### src/rtl/truncador_sat_pipe.sv
// truncador_sat_pipe: two-stage Q(2N-2F).(2F) -> Q(N-F).F truncator with saturation and overflow stats
// Define TRUNC_ROUND_EN to round half toward +inf instead of flooring.
module truncador_sat_pipe #(
    parameter int N     = 16,
    parameter int F     = 8,
    parameter int CNT_W = 16
) (
    input  logic             clk,
    input  logic             rst_n,
    input  logic             in_valid,
    output logic             in_ready,
    input  logic [2*N-1:0]   dato_in,
    output logic             out_valid,
    input  logic             out_ready,
    output logic [N-1:0]     resultado,
    output logic             sat_pos,
    output logic             sat_neg,
    input  logic             clr_stats,
    output logic             ovf_sticky,
    output logic [CNT_W-1:0] sat_count
);
    localparam int SW = 2*N+1-F;

    logic          stall, v1, pos, neg, xfer_sat, unused_lsb;
    logic [2*N:0]  s;
    logic [SW-1:0] s1;

    assign stall    = out_valid && !out_ready;
    assign in_ready = !stall;

`ifdef TRUNC_ROUND_EN
    localparam logic [2*N:0] RND = (2*N+1)'(1) << (F-1);
    assign s = {dato_in[2*N-1], dato_in} + RND;
`else
    assign s = {dato_in[2*N-1], dato_in};
`endif
    assign unused_lsb = ^s[F-1:0];

    // Bits above the N-bit result must all equal the sign bit, otherwise clamp.
    assign pos      = !s1[SW-1] && (|s1[SW-2:N-1]);
    assign neg      = s1[SW-1] && !(&s1[SW-2:N-1]);
    assign xfer_sat = out_valid && out_ready && (sat_pos || sat_neg);

    always_ff @(posedge clk or negedge rst_n) begin
        if (!rst_n) begin
            v1        <= 1'b0;
            s1        <= '0;
            out_valid <= 1'b0;
            resultado <= '0;
            sat_pos   <= 1'b0;
            sat_neg   <= 1'b0;
        end else if (!stall) begin
            v1        <= in_valid;
            s1        <= s[2*N:F];
            out_valid <= v1;
            resultado <= pos ? {1'b0, {(N-1){1'b1}}} : neg ? {1'b1, {(N-1){1'b0}}} : s1[N-1:0];
            sat_pos   <= v1 && pos;
            sat_neg   <= v1 && neg;
        end
    end

    always_ff @(posedge clk or negedge rst_n) begin
        if (!rst_n) begin
            ovf_sticky <= 1'b0;
            sat_count  <= '0;
        end else begin
            ovf_sticky <= xfer_sat ? 1'b1 : clr_stats ? 1'b0 : ovf_sticky;
            sat_count  <= xfer_sat ? (clr_stats ? CNT_W'(1) : (&sat_count) ? sat_count : sat_count + CNT_W'(1))
                        : clr_stats ? '0 : sat_count;
        end
    end
endmodule

### config.mk
export PLATFORM = sky130hd
export DESIGN_NAME = truncador_sat_pipe
export DESIGN_NICKNAME = d
export VERILOG_FILES = /design/src/rtl/truncador_sat_pipe.sv
export SDC_FILE = /design/constraint.sdc
export NUM_CORES = 1
export LEC_CHECK = 0
export CORE_MARGIN = 10
export CORE_UTILIZATION = 48
export DETAILED_ROUTE_END_ITERATION = 12
export PLACE_DENSITY_LB_ADDON = 0.12
export SKIP_CTS_REPAIR_TIMING = 1
export SLEW_MARGIN = 20
export SYNTH_ARGS = -nofsm -noshare
export SYNTH_HDL_FRONTEND = slang
export SYNTH_SLANG_ARGS = --single-unit
### constraint.sdc
create_clock -name clk -period 1.8 [get_ports clk]
set_input_delay 0.36 -clock clk [delete_from_list [all_inputs] [get_ports clk]]
set_output_delay 0.36 -clock clk [all_outputs]
set_load 0.01 [all_outputs]
==> results.cfg, run 1 <==
[timing]
period_share = 0.963
hold_viol = 0
max_freq_mhz = 577
fin_crit_ns = 1.73
fin_ws_ns = 0.0668
drv_slew = 0
tightest_slew_ns = 0.422
setup_tns_ns = 0
slew_headroom = 0.719
skew_ns = 0.00797
setup_violations = 0

[drt]
drt_wl_total_um = 6460
vias = 2333
wire_per_inst_um = 14.1
first_pass_iters = 5
via_per_inst = 5.08
drc = 0
drt_iter0_drc = 115
ant_nets = 0

[place]
numPortBuffers = 65
hpwl_um = 4660
gp_congestion = 0.842
place_ws_ns = -0.228

[die]
core-area_um2 = 5440
ioPinCount = 74
die_y_um = 94.5
die_area_um2 = 8930
fp.dieW_um = 94.5
start_util = 0.490
rows = 27

[grt]
antenna_found_initial = 0
grt-ovfl-total = 0
grt_pass1_vias = 2368
grt_util_all_layers = 0.146
grt_max_degree = 47
grt_pass1_wl_um = 10600

[synthesis]
synth-adder-area-share = 0.00470
ys_types = 33
yosysWarningCount = 0
syn-num-nets = 335
syn_avg_cell_area_um2 = 8.96
ys_ff_latch = 61
synth_cells = 297
ys_seq_area_frac = 0.573
synth_edf_count = 0
synth_top_family_by_area = simple AND/OR/NAND/NOR gates
syn_area_um2 = 2660
synth_xor_area_frac = 0.00329
yosys.area_share.simple = 0.283
synth.area.mux_share = 0.00846
synth_compound_area_frac = 0.0996
async_flop_share = 1.00
synth-main-ff-cell = dfrtp_1

[setup_path]
cp_max_fo = 7
crit_type = reg -> out
rr_startpoint = sat_count[1]
critPathLaunchType = register
cp_num_buf_inv = 1
critPathArrivalTime_ns = 1.37
cp-startpoint = sat_count[9]
r2r_setup_slack_ns = 0.10
worstPathCellList = clkdlybuf4s50_1
cp-end-kind = primary output
critPathTopFamily = buffers and inverters
rr_worst_depth = 5
rr_endpoint = sat_count[4]
cpPeakStageDelay_ns = 0.59
worstPathRequired_ns = 1.44
slowest_stage = clkdlybuf4s50_1

[min_path]
holdCritStartpoint = s1[0]
min_to = s1[0]
hold_path.class = reg -> reg
hold_depth = 2

[layout]
antenna_cells = 0
area_growth_pct = 42.6
final_cell_mix = nand2_1, clkdlybuf4s50_1, dfrtp_1, o21ai_0, buf_4
nets = 421
drive_gt1_frac = 0.121
final_common_cell = nand2_1

[pwr]
power_density_nw_per_um2 = 940
power_leakage_nw = 1.77
peakVddDrop_mv = 0.578

[clock_network]
cts.sinks = 61
tritoncts = yes
cts_max_level = 3
clockBufferDepth = 2
root_buffer = clkbuf_8
clkLatencyLatePin_ns = 0.33
cts.clk_slew.worst_paths_ns = 0.07
cts_buffers = 9

[flow_run]
cap_violations = 0

[status]
status = complete, no violations
[report_power, final]
part           total, W  internal (W)  switching, W
logic          0.000713      0.000370      0.000342
clock network   0.00119      0.000710      0.000484
registers       0.00166       0.00155      0.000112
total           0.00357       0.00263      0.000939
[worst max-delay path by stage]
stage | cells past startpoint | to
final | 1 | sat_count[9]
after floorplan | 5 | sat_count[10]
after detailed placement | 7 | sat_count[12]
after CTS | 5 | in_ready
after global placement | 7 | sat_count[12]
after global routing | 1 | sat_count[9]
[state kept, by name, summed over array words and instances, names as in the netlist]
name and count:
sat_neg 1, resultado 16, v1 1, sat_pos 1
s1 24, sat_count 16, ovf_sticky 1, out_valid 1
[routing by layer]
layer	global-route usage	part of all wire	vias to the layer above
li1	-	-	1177
met1	0.166	0.43	1092
met2	0.250	0.51	59
met3	0.0444	0.051	5
met4	0.0636	0.0082	0
met5	0	0	-
[synth_stat cells, types with 2 or more instances]
cell type	n	area (um2)
a21oi_1	9	45.0
a31oi_1	4	25.0
and3_1	3	18.8
clkbuf_1	14	52.6
dfrtp_1	61	1530
inv_1	4	15.0
mux2_2	2	22.5
nand2_1	102	383
nand3_1	7	35.0
nand3b_1	2	15.0
nand4_1	8	50.1
nor2_1	19	71.3
nor2b_1	4	25.0
nor3_1	7	35.0
nor4_1	5	31.3
o21ai_0	24	120
o31ai_1	2	15.0
o41ai_1	2	17.5
or3_1	3	18.8
or4_1	2	15.0
[final cells by class]
cell class / instances / area (um2)
fill: 436 / 1640
tap: 72 / 90.1
clock inverter: 1 / 30.0
sequential: 61 / 1530
clock buffer: 14 / 163
timing repair buffer: 90 / 868
multi-input combinational: 217 / 1100
inverter: 4 / 15.0
[metrics by stage]
step                area, um2  utilization  cells  hold WS [ns]  power [W]
finish                   3800        0.698    459         0.467    0.00357
global route             3800        0.698    459         0.479    0.00375
CTS                      3740        0.687    457       -0.0456    0.00360
detailed placement       3550        0.652    442         0.308    0.00241
global placement         3550        0.652    442         0.311    0.00239
floorplan                2660            -    297        0.0644    0.00196
[cell families after synthesis]
family                     Yosys count
xor gates and xnor gates             1
muxes                                2
adders and majority gates            1
and+or+nand+nor                    167
buffers and inverters               19
DFF                                 61
AOI/OAI and AO/OA                   46
Note: power is estimated with default switching activity, not from simulation.
==> run 2, diff against run 1 <==
clock period = 1.83 ns   (was 1.8 ns; I/O delays follow)
==> results.cfg, run 2 (synthesis gave the netlist of run 1 again) <==
[drt]
drc = 0
drt_iter0_drc = 47
ant_nets = 0
via_per_inst = 5.21
vias = 2409
drt_wl_total_um = 6470
wire_per_inst_um = 14.0
first_pass_iters = 4

[layout]
area_growth_pct = 42.6
final_common_cell = nand2_1
regMostFlops = s1
final_cell_mix = nand2_1, clkdlybuf4s50_1, dfrtp_1, buf_4, o21ai_0
fillerInstances = 443
antenna_cells = 0
nets = 423
largest_reg_flops = 24
register_area_um2 = 1530
utilization = 0.698
largestRegisters = s1 (24), resultado (16), sat_count (16)
drive_gt1_frac = 0.133
fin_area_um2 = 3800
multi_input_area_um2 = 1090

[clock_network]
cts.clk_slew.worst_paths_ns = 0.07
clkLatencyLatePin_ns = 0.34
clockBufferDepth = 2
cts_max_level = 3
cts.sinks = 61
root_buffer = clkbuf_8
tritoncts = yes
cts_buffers = 9

[grt]
grt_max_degree = 44
grt_pass1_wl_um = 10700
antenna_found_initial = 0
grt_pass1_vias = 2366
grt-ovfl-total = 0
grt_util_all_layers = 0.151

[die]
start_util = 0.490
die_y_um = 94.5
die_area_um2 = 8930
ioPinCount = 74
core-area_um2 = 5440
fp.dieW_um = 94.5
rows = 27

[place]
place_area_um2 = 3550
hpwl_um = 4650
gp_congestion = 0.856
numPortBuffers = 65

[pwr]
power_leakage_nw = 1.75
power_density_nw_per_um2 = 930
peakVddDrop_mv = 0.489

[setup_path]
critPathLaunchType = register
critPathArrivalTime_ns = 1.42
worstPathCellList = clkdlybuf4s50_1
cp_num_buf_inv = 1
slowest_stage = clkdlybuf4s50_1
cp-end-kind = primary output
cp_max_fo = 7
worstPathRequired_ns = 1.46
cpPeakStageDelay_ns = 0.59
crit_type = reg -> out
critPathTopFamily = buffers and inverters

[min_path]
hold_path.class = reg -> reg

[timing]
period_share = 0.976
slew_headroom = 0.704
hold_viol = 0
drv_slew = 0
setup_violations = 0
fin_crit_ns = 1.79
tightest_slew_ns = 0.444
max_freq_mhz = 560
skew_ns = 0.00756

[flow_run]
cap_violations = 0

[status]
status = complete, no violations
-- run 2: power by group --
part / switching, W / internal [W]
registers: 0.000107 / 0.00152
clock network: 0.000542 / 0.000668
logic: 0.000333 / 0.000361
-- run 2: path summary, 6_finish.rpt --
kind	start	end	slack, ns	cells past startpoint
worst max-delay path	sat_count[9]	sat_count[9]	0.04	1
worst min-delay path	s1[2]	s1[2]	0.47	2
worst max register to register	sat_count[1]	sat_count[4]	0.10	5
worst min register to register	s1[2]	s1[2]	0.47	2
max in group asynchronous	rst_n	sat_count[8]	0.76	3
min in group asynchronous	rst_n	sat_count[9]	0.51	2
-- run 2: stage by stage --
step / setup slack [ns] / power, W / std cells / setup TNS (ns) / hold slack [ns]
3_3_place_gp: -0.143 / 0.00234 / 444 / -1.98 / 0.331
3_5_place_dp: -0.166 / 0.00236 / 444 / -2.85 / 0.344
2_1_floorplan: 0.0963 / 0.00193 / 297 / 0 / 0.0704
5_1_grt: -0.0103 / 0.00372 / 462 / -0.0196 / 0.493
4_1_cts: -0.167 / 0.00357 / 460 / -0.167 / -0.0265
6_report: 0.0442 / 0.00353 / 462 / 0 / 0.466
-- run 2: area by class of cell --
cell class,count,area share
Inverter,4,0.00396
Multi-Input combinational cell,217,0.288
Clock buffer,11,0.0372
Tap cell,72,0.0237
Clock inverter,5,0.0155
Timing Repair Buffer,92,0.229
Sequential cell,61,0.402
-- run 2: layer usage --
layer  GRT usage  share of wire  up-vias
met3      0.0357          0.057       12
met4      0.0848          0.019        0
met5           0              0        -
met2       0.253           0.50       59
li1            -              -     1193
met1       0.174           0.42     1145
==> run 3, diff against run 2 <==
ABC_AREA = 1   (was default)
CORE_UTILIZATION = 49   (was 48)
==> results.cfg, run 3 <==
[status]
status = complete, no violations

[place]
numPlacedInstances = 516
hpwl_um = 5360
place_area_um2 = 3710
place_ws_ns = -0.188
numPortBuffers = 65
gp_congestion = 0.921

[synthesis]
ys_ff_latch = 61
synth_top_area_share = 0.525
synth_common_cells = nand2_1, dfrtp_1, inv_1
ys_types = 23
ys_seq_area_frac = 0.525
yosysWarningCount = 0
async_flop_share = 1.00
synth_most_common_cell = nand2_1
syn_area_um2 = 2910
synth_cells = 378
synth_area_leaders = dfrtp_1, nand2_1, inv_1
syn_avg_cell_area_um2 = 7.69
synth-main-ff-cell = dfrtp_1
syn-num-nets = 416
synth_edf_count = 0
yosysTopAreaCell = dfrtp_1

[layout]
nets = 494
largest_reg_flops = 24
antenna_cells = 0
area_growth_pct = 34.8
drive_gt1_frac = 0.0978
final_cell_mix = nand2_1, clkdlybuf4s50_1, dfrtp_1, inv_1, o21ai_0
fillerInstances = 463
multi_input_area_um2 = 1120
register_area_um2 = 1530
largestRegisters = s1 (24), resultado (16), sat_count (16)
instances_no_fill = 532
final_common_cell = nand2_1
fin_area_um2 = 3920
regMostFlops = s1

[setup_path]
rr_startpoint = sat_count[1]
cpPeakStageDelay_ns = 0.59
critPathArrivalTime_ns = 1.38
path_depth = 1
critPathLaunchType = register
cp_max_fo = 6
worstPathRequired_ns = 1.46
worstPathCellList = clkdlybuf4s50_1
crit_end = sat_count[7]
rr_endpoint = sat_count[7]
slowest_stage = clkdlybuf4s50_1
cp_num_buf_inv = 1
crit_type = reg -> out
rr_worst_depth = 6
r2r_setup_slack_ns = 0.22
cp-end-kind = primary output
critPathTopFamily = buffers and inverters
cp-startpoint = sat_count[7]

[clock_network]
cts.sinks = 61
clkLatencyLatePin_ns = 0.34
clockBufferDepth = 2
tritoncts = yes
cts.clk_slew.worst_paths_ns = 0.07
root_buffer = clkbuf_8
cts_buffers = 9
cts_max_level = 3

[min_path]
hold_path.class = reg -> reg
holdCritStartpoint = resultado[10]

[pwr]
power_leakage_nw = 1.90
power_density_nw_per_um2 = 908
peakVddDrop_mv = 0.567

[die]
ioPinCount = 74
start_util = 0.515
die_y_um = 97
die_area_um2 = 9410
core-area_um2 = 5640
fp.dieW_um = 97
rows = 27

[drt]
drc = 0
wire_per_inst_um = 13.6
vias = 2665
drt_wl_total_um = 7230
via_per_inst = 5.01
ant_nets = 0
first_pass_iters = 4
drt_iter0_drc = 136

[timing]
period_share = 0.956
setup_tns_ns = 0
rsz0062_at_grt = no
hold_viol = 0
slew_headroom = 0.704
fin_crit_ns = 1.75
setup_violations = 0
fin_ws_ns = 0.0811
max_freq_mhz = 572
drv_slew = 0
tightest_slew_ns = 0.444
skew_ns = 0.00788

[flow_run]
cap_violations = 0

[grt]
grt_max_degree = 45
grt_util_all_layers = 0.154
grt_pass1_vias = 2703
grt-ovfl-total = 0
grt_pass1_wl_um = 12200
antenna_found_initial = 0
==> run 3: changes by cell type after synthesis, moves of 4 or more <==
cell	change
nor2b_1	-4
o21ai_0	+8
nor3_1	-7
nand3_1	+5
nor4_1	-5
inv_1	+46
o21ai_1	+7
a21oi_1	-9
nor2_2	+7
nand4_1	+8
nand2_1	+46
clkbuf_1	-6
a31oi_1	-4
==> run 3: stage by stage <==
step	total power [W]	utilization	hold WS (ns)
2_1_floorplan	0.00197	-	0.0704
3_3_place_gp	0.00239	0.657	0.327
3_5_place_dp	0.00241	0.657	0.334
4_1_cts	0.00359	0.691	-0.0280
5_1_grt	0.00374	0.694	0.521
6_report	0.00356	0.694	0.486
==> run 3: how the worst min path moves through the flow <==
stage	slack (ns)	end	depth (start not counted)
after floorplan	0.07	out_valid	0
after global placement	0.33	sat_count[2]	1
after detailed placement	0.33	sat_count[2]	1
after CTS	-0.03	sat_count[2]	1
after global routing	0.52	resultado[11]	2
final	0.49	resultado[10]	2
==> run 3: worst min-delay path, stage by stage, from the launching register on <==
cell and delay (ns):
dfrtp_1 0.34, nand2_1 0.05, nand2_1 0.06
==> run 3: power breakdown <==
| group | internal (W) | total, W | switching [W] |
|---|---|---|---|
| Combinational | 0.000371 | 0.000769 | 0.000398 |
| Clock | 0.000656 | 0.00117 | 0.000518 |
| Sequential | 0.00152 | 0.00161 | 0.0000940 |
| Total | 0.00255 | 0.00356 | 0.00101 |
==> run 3: area by class of cell <==
cell class | count | share of cell area
clock inverter | 4 | 0.0125
multi-input combinational | 251 | 0.287
sequential | 61 | 0.390
inverter | 53 | 0.0508
tap | 72 | 0.0230
clock buffer | 11 | 0.0361
timing repair buffer | 80 | 0.201
==> run 3: kinds of logic (layout without fill, tap and decap cells) <==
family	Yosys count	in the layout	synth area share
AO/OA/AOI/OAI	42	42	0.0754
XOR/XNOR	2	2	0.00603
adder cells (fa/ha/maj)	1	1	0.00431
buffers and inverters	66	148	0.0904
flip-flops	61	61	0.525
AND/OR/NAND/NOR	206	206	0.298
==> run 3: routing by layer <==
layer	GRT usage	routed length, um	vias up
li1	-	-	1330
met1	0.168	3010	1246
met2	0.265	3670	76
met3	0.0433	422	13
met4	0.0778	127	0
met5	0	0	-
